### src/rtl/imm_extend_pipe_if.sv
// Handshake bundle for imm_extend_pipe.
//   in_valid/in_ready/instr/imm_src : producer side (instr carries instruction bits [31:7])
//   out_valid/out_ready/imm_ext/out_illegal : consumer side
//   illegal_cnt : saturating count of accepted illegal entries
// Modports: slave = the immediate block, master = the surrounding environment
// (producer and consumer together).
interface imm_extend_pipe_if #(
  parameter int unsigned XLEN  = 32,
  parameter int unsigned CNT_W = 8
);
  logic             in_valid;
  logic             in_ready;
  logic [24:0]      instr;
  logic [2:0]       imm_src;
  logic             out_valid;
  logic             out_ready;
  logic [XLEN-1:0]  imm_ext;
  logic             out_illegal;
  logic [CNT_W-1:0] illegal_cnt;

  modport master (
    output in_valid, instr, imm_src, out_ready,
    input  in_ready, out_valid, imm_ext, out_illegal, illegal_cnt
  );

  modport slave (
    input  in_valid, instr, imm_src, out_ready,
    output in_ready, out_valid, imm_ext, out_illegal, illegal_cnt
  );
endinterface

### src/rtl/imm_extend_pipe.sv
// Immediate extractor/extender with a two-entry (OUT + SKID) elastic output buffer.
// Decodes the RISC-V I/S/B/U/J immediate formats (and optionally the CSR zimm)
// combinationally from the offered instruction, then buffers the result so the
// producer sees a registered in_ready and the consumer sees stable data.
// Ports:
//   clk   : clock, rising edge
//   rst_n : asynchronous active-low reset
//   bus   : imm_extend_pipe_if.slave (handshakes, instr, imm_src, imm_ext, out_illegal,
//           illegal_cnt)
// Optional feature: define IMM_EXTEND_ZIMM_EN to decode imm_src 3'b101 as the
// zero-extended CSR zimm; otherwise 3'b101 is treated as illegal.
module imm_extend_pipe #(
  parameter int unsigned XLEN  = 32,
  parameter int unsigned CNT_W = 8
) (
  input  logic             clk,
  input  logic             rst_n,
  imm_extend_pipe_if.slave bus
);

  if (XLEN != 32 && XLEN != 64) begin : g_xlen_chk
    $error("imm_extend_pipe: XLEN must be 32 or 64");
  end

  localparam logic [1:0] ST_EMPTY = 2'd0;
  localparam logic [1:0] ST_ONE   = 2'd1;
  localparam logic [1:0] ST_TWO   = 2'd2;

  localparam logic [2:0] SRC_I = 3'b000;
  localparam logic [2:0] SRC_S = 3'b001;
  localparam logic [2:0] SRC_B = 3'b010;
  localparam logic [2:0] SRC_U = 3'b011;
  localparam logic [2:0] SRC_J = 3'b100;
  localparam logic [2:0] SRC_Z = 3'b101;

  // Indexed as the full instruction so field slices read like the ISA manual.
  logic [31:7]     w_ins;
  logic [31:0]     w_imm32;
  logic            w_sext;
  logic            w_ill;
  logic [XLEN-1:0] w_imm;
  logic            w_acc;
  logic            w_pop;

  logic [1:0]       r_state;
  logic             r_rdy;      // low during reset, high from the first edge after release
  logic [XLEN-1:0]  r_out_imm;
  logic             r_out_ill;
  logic [XLEN-1:0]  r_skid_imm;
  logic             r_skid_ill;
  logic [CNT_W-1:0] r_cnt;

  assign w_ins = bus.instr;

  always_comb begin
    w_imm32 = '0;
    w_sext  = 1'b1;
    w_ill   = 1'b0;
    unique case (bus.imm_src)
      SRC_I: w_imm32 = {{20{w_ins[31]}}, w_ins[31:20]};
      SRC_S: w_imm32 = {{20{w_ins[31]}}, w_ins[31:25], w_ins[11:7]};
      SRC_B: w_imm32 = {{20{w_ins[31]}}, w_ins[7], w_ins[30:25], w_ins[11:8], 1'b0};
      SRC_U: w_imm32 = {w_ins[31:12], 12'b0};
      SRC_J: w_imm32 = {{12{w_ins[31]}}, w_ins[19:12], w_ins[20], w_ins[30:21], 1'b0};
`ifdef IMM_EXTEND_ZIMM_EN
      SRC_Z: begin
        w_imm32 = {27'b0, w_ins[19:15]};
        w_sext  = 1'b0;
      end
`else
      SRC_Z: w_ill = 1'b1;
`endif
      default: w_ill = 1'b1;
    endcase
  end

  // All signed formats already carry the sign in bit 31; widen from there.
  assign w_imm = w_sext ? XLEN'($signed(w_imm32)) : XLEN'(w_imm32);

  assign bus.in_ready    = r_rdy && (r_state != ST_TWO);
  assign bus.out_valid   = (r_state != ST_EMPTY);
  assign bus.imm_ext     = r_out_imm;
  assign bus.out_illegal = r_out_ill;
  assign bus.illegal_cnt = r_cnt;

  assign w_acc = bus.in_valid && bus.in_ready;
  assign w_pop = bus.out_valid && bus.out_ready;

  always_ff @(posedge clk or negedge rst_n) begin
    if (!rst_n) begin
      r_state    <= ST_EMPTY;
      r_rdy      <= 1'b0;
      r_out_imm  <= '0;
      r_out_ill  <= 1'b0;
      r_skid_imm <= '0;
      r_skid_ill <= 1'b0;
      r_cnt      <= '0;
    end else begin
      r_rdy <= 1'b1;
      if (w_acc && w_ill && (r_cnt != {CNT_W{1'b1}})) begin
        r_cnt <= r_cnt + CNT_W'(1);
      end
      unique case (r_state)
        ST_EMPTY: begin
          if (w_acc) begin
            r_out_imm <= w_imm;
            r_out_ill <= w_ill;
            r_state   <= ST_ONE;
          end
        end
        ST_ONE: begin
          if (w_acc && !w_pop) begin
            r_skid_imm <= w_imm;
            r_skid_ill <= w_ill;
            r_state    <= ST_TWO;
          end else if (w_acc && w_pop) begin
            r_out_imm <= w_imm;
            r_out_ill <= w_ill;
          end else if (w_pop) begin
            r_state <= ST_EMPTY;
          end
        end
        ST_TWO: begin
          // in_ready is low here, so only the consumer can move the buffer.
          if (w_pop) begin
            r_out_imm <= r_skid_imm;
            r_out_ill <= r_skid_ill;
            r_state   <= ST_ONE;
          end
        end
        default: r_state <= ST_EMPTY;
      endcase
    end
  end

endmodule

### src/flat_wrapper.sv
// flat-port wrapper written by rule: the top's interface ports become plain ports
module imm_extend_pipe_flat 
#(
  parameter int unsigned XLEN  = 32,
  parameter int unsigned CNT_W = 8
)
  (clk, rst_n, bus_in_valid, bus_instr, bus_imm_src, bus_out_ready, bus_in_ready, bus_out_valid, bus_imm_ext, bus_out_illegal, bus_illegal_cnt);
  imm_extend_pipe_if #(.XLEN(XLEN), .CNT_W(CNT_W)) bus_i ();
  input  logic clk;
  input  logic rst_n;
  input wire logic [$bits(bus_i.in_valid)-1:0] bus_in_valid;
  input wire logic [$bits(bus_i.instr)-1:0] bus_instr;
  input wire logic [$bits(bus_i.imm_src)-1:0] bus_imm_src;
  input wire logic [$bits(bus_i.out_ready)-1:0] bus_out_ready;
  output wire logic [$bits(bus_i.in_ready)-1:0] bus_in_ready;
  output wire logic [$bits(bus_i.out_valid)-1:0] bus_out_valid;
  output wire logic [$bits(bus_i.imm_ext)-1:0] bus_imm_ext;
  output wire logic [$bits(bus_i.out_illegal)-1:0] bus_out_illegal;
  output wire logic [$bits(bus_i.illegal_cnt)-1:0] bus_illegal_cnt;
  assign bus_i.in_valid = bus_in_valid;
  assign bus_i.instr = bus_instr;
  assign bus_i.imm_src = bus_imm_src;
  assign bus_i.out_ready = bus_out_ready;
  assign bus_in_ready = bus_i.in_ready;
  assign bus_out_valid = bus_i.out_valid;
  assign bus_imm_ext = bus_i.imm_ext;
  assign bus_out_illegal = bus_i.out_illegal;
  assign bus_illegal_cnt = bus_i.illegal_cnt;
  imm_extend_pipe #(.XLEN(XLEN), .CNT_W(CNT_W)) u_core (.clk(clk), .rst_n(rst_n), .bus(bus_i));
endmodule
### config.mk
export PLATFORM = sky130hd
export DESIGN_NAME = imm_extend_pipe_flat
export DESIGN_NICKNAME = d
export VERILOG_FILES = /design/src/rtl/imm_extend_pipe_if.sv /design/src/rtl/imm_extend_pipe.sv /design/src/flat_wrapper.sv
export SDC_FILE = /design/constraint.sdc
export NUM_CORES = 1
export LEC_CHECK = 0
export ABC_CLOCK_PERIOD_IN_PS = 1800
export CORE_ASPECT_RATIO = 1.1
export CORE_MARGIN = 3
export CORE_UTILIZATION = 30
export CTS_BUF_LIST = sky130_fd_sc_hd__clkbuf_16
export DETAILED_ROUTE_END_ITERATION = 7
export PLACE_DENSITY = 0.58
export SYNTH_ARGS = -nofsm -noshare
export SYNTH_HDL_FRONTEND = slang
export SYNTH_SLANG_ARGS = --single-unit
export TNS_END_PERCENT = 10
### constraint.sdc
create_clock -name clk -period 1.8 [get_ports clk]
set_clock_uncertainty 0.2 [all_clocks]
set_input_delay 0.54 -clock clk [delete_from_list [all_inputs] [get_ports clk]]
set_output_delay 0.54 -clock clk [all_outputs]
set_load 0.1 [all_outputs]
==> results.md <==
- Type of the worst setup path: reg2out
- Post-route minimum period: around 2 ns
- Share of synthesized flip-flops with an asynchronous set or reset: 100.0%
- CTS clk-pin slew, worst paths: about 0.070 ns
- Synth warn: 0
- Syn_nets: roughly 460
- Site row count: between 40 and 50
- Worst setup EP type: output port
- Via count: 3642
- Fin cells: 697
- Status: finished, violations left
- Horiz. Die Dim: about 110 um
- Worst hold path class: reg2reg
- Placed insts: ~660
- Sequential-to-total area share from yosys stat: ~50%
- I/O Buffers: 74
- Mapped Area: between 3000 and 4000 um^2
- Largest net degree at the start of global routing: 38
- Root buf cell: clkbuf_16
- Gr usage total: between 10% and 20%
- Total congestion overflow: 0
- Chip height: about 120 um
- Worst IR Drop VDD: around 1.2 mV
- Area grow syn2layout: 61.24%
- Fmax: 512.0 MHz
- Static leakage: approximately 2.7 nW
- Net count, final: roughly 570
- Max Cap Viol: 0
- Register bit total from synthesis: just under 80
- Max-slew violations: 0
- Filler cells: 1123
- CTS Buffer Depth: 2
- Ant diodes: 0
- Via/cell ratio: between 5 and 6
- Final Setup Violations: 26
- CTS Buf Count: 9
- Routed len/inst: between 15 and 20 um
- DR iter-0 viols: around 240
- Core ar.: roughly 12000 um^2
- GPL Wtd Cong: 0.8324
- DRT antenna net count: 0
- Global-route wire length before repair: roughly 19000 um
- Crit path DAT: ~1.2 ns
- Drt first pass iters: 5
- Number of global-route vias before repair: roughly 3600
- Crit-path max FO: 7
- Post-synth EDFFs: 0
- DRC viols: 0
- Initial antenna violation count: 1
- Syn avg cell area: approximately 9 um^2
- Starting Density: a little under a third
- Hold slack: 0.2702 ns
- Later-pin clock latency in the skew report: 0.34 ns
- Pwr Density: between 1000 and 1500 nW/um^2
- Top FF cell, synth: dfrtp_1
- CTS tree: done
- Count of final hold-check violations: 0
- Final HPWL DP: approximately 7800 um
- CP required: 1.06 ns
- Yosys cell types: between 40 and 50
- Drt total wl: between 10000 and 15000 um
- Die area: roughly 14000 um^2
- RSZ-0062 raised after global routing: yes
- Worst setup margin: -0.1531 ns
- Cells after Synth: 428
- Tcrit/Tclk final: 108.5%
- Startpoint Class: register
- Setup tns final: -1.660 ns
- CTS sink count: 77
- IO Pins: 75
- Share of cells above drive strength 1: 33.89%
- H-tree depth: 3
- Failing checks: setup timing
==> through the flow <==
step	power (mW)	setup slack, ns	util [%]	instance area [um^2]
finish	8.892	-0.1531	50.50	6210
global route	9.251	-0.1861	50.50	6210
CTS	8.788	-0.1591	49.17	6046
detailed placement	6.876	-0.7417	44.61	5485
global placement	6.810	-0.6626	44.61	5485
floorplan	5.099	-0.2294	-	3910
==> registers in the layout, summed over array words and instances, names as in the netlist <==
name	cells
u_core.r_skid_ill	1
u_core.bus.illegal_cnt	8
u_core.bus.out_illegal	1
u_core.bus.imm_ext	32
u_core.r_state	2
u_core.r_rdy	1
u_core.r_skid_imm	32
==> metal layers <==
layer | part of all wire (%) | global-route usage [%]
met4 | 1.2 | 4.403
met3 | 5.0 | 4.325
met5 | 0.11 | 0
met1 | 44 | 22.11
met2 | 50 | 27.77
==> kinds of logic after synthesis <==
group	count (synthesis)	share of synthesized area, %
multiplexers	2	0.5198
AND/OR/NAND/NOR	169	21.77
buffers and inverters	33	4.808
flip-flops	77	50.03
AO/OA/AOI/OAI	138	20.86
adder cells (fa/ha/maj)	1	0.3248
XOR/XNOR	7	1.592
other	1	0.09737
==> cells in the mapped netlist (all sizes together) (3+ instances only) <==
cell	instances	area share [%]
nand2	79	7.7
dfrtp	77	50
o21ai	73	9.6
a21oi	39	5.1
nor2	26	2.5
buf	20	3.5
nor3	14	1.8
clkbuf	13	1.3
nand2b	10	1.6
a31o	8	1.8
nand3	8	1.0
nor4bb	8	2.1
a211oi	6	1.4
a21o	5	0.97
nor3b	5	1.1
xnor2	5	1.1
and3	3	0.49
==> where the power goes <==
part	internal [mW]	switching [mW]	total [mW]
Clock	1.06	0.717	1.77
Combinational	1.69	2.74	4.43
Sequential	2.24	0.441	2.68
==> worst max-delay path, stage by stage, from the launching register on <==
cell,delay (ns)
dfrtp_2,0.45
or2_4,0.25
buf_12,0.16
==> path summary, 6_finish.rpt <==
check / from / to / slack [ns] / cells past startpoint
max: u_core.r_state[1] / bus_out_valid / -0.15 / 2
min: u_core.r_skid_imm[15] / u_core.r_skid_imm[15] / 0.27 / 2
max reg2reg: u_core.bus.illegal_cnt[1] / u_core.bus.illegal_cnt[5] / -0.10 / 5
min reg2reg: u_core.r_skid_imm[15] / u_core.r_skid_imm[15] / 0.27 / 2
max in group asynchronous: rst_n / u_core.bus.imm_ext[2] / 0.46 / 3
min in group asynchronous: rst_n / u_core.bus.illegal_cnt[5] / 0.44 / 2
==> final cells by class <==
type	count	area, um^2	area share (%)
clock buffers	9	225.2	3.627
clock inverters	7	60.06	0.9672
multi-input cells	320	1998	32.18
flip-flops and latches	77	1943	31.29
well taps	154	192.7	3.103
repair buffers	130	1790	28.83
==> placed cells by master (no fill, tap or decap), drive strengths merged, types with 9 or more instances in the layout <==
| cell type | count |
|---|---|
| o21ai | 73 |
| clkbuf | 9 |
| clkdlybuf4s50 | 22 |
| buf | 99 |
| nor2 | 26 |
| nor3 | 14 |
| a21oi | 39 |
| dfrtp | 77 |
| nand2 | 79 |
| nand2b | 10 |
==> repair_timing <==
action                                  4_1_cts  5_1_grt
gates cloned                                  4        1
setup buffers                                12        1
pin swaps                                    16       14
endpoints found under the setup margin       79       73
hold buffers                                  1        0
gates resized for setup                      43       58
endpoints found under the hold margin        19        0
No activity file was read; power rests on OpenSTA's default activity.
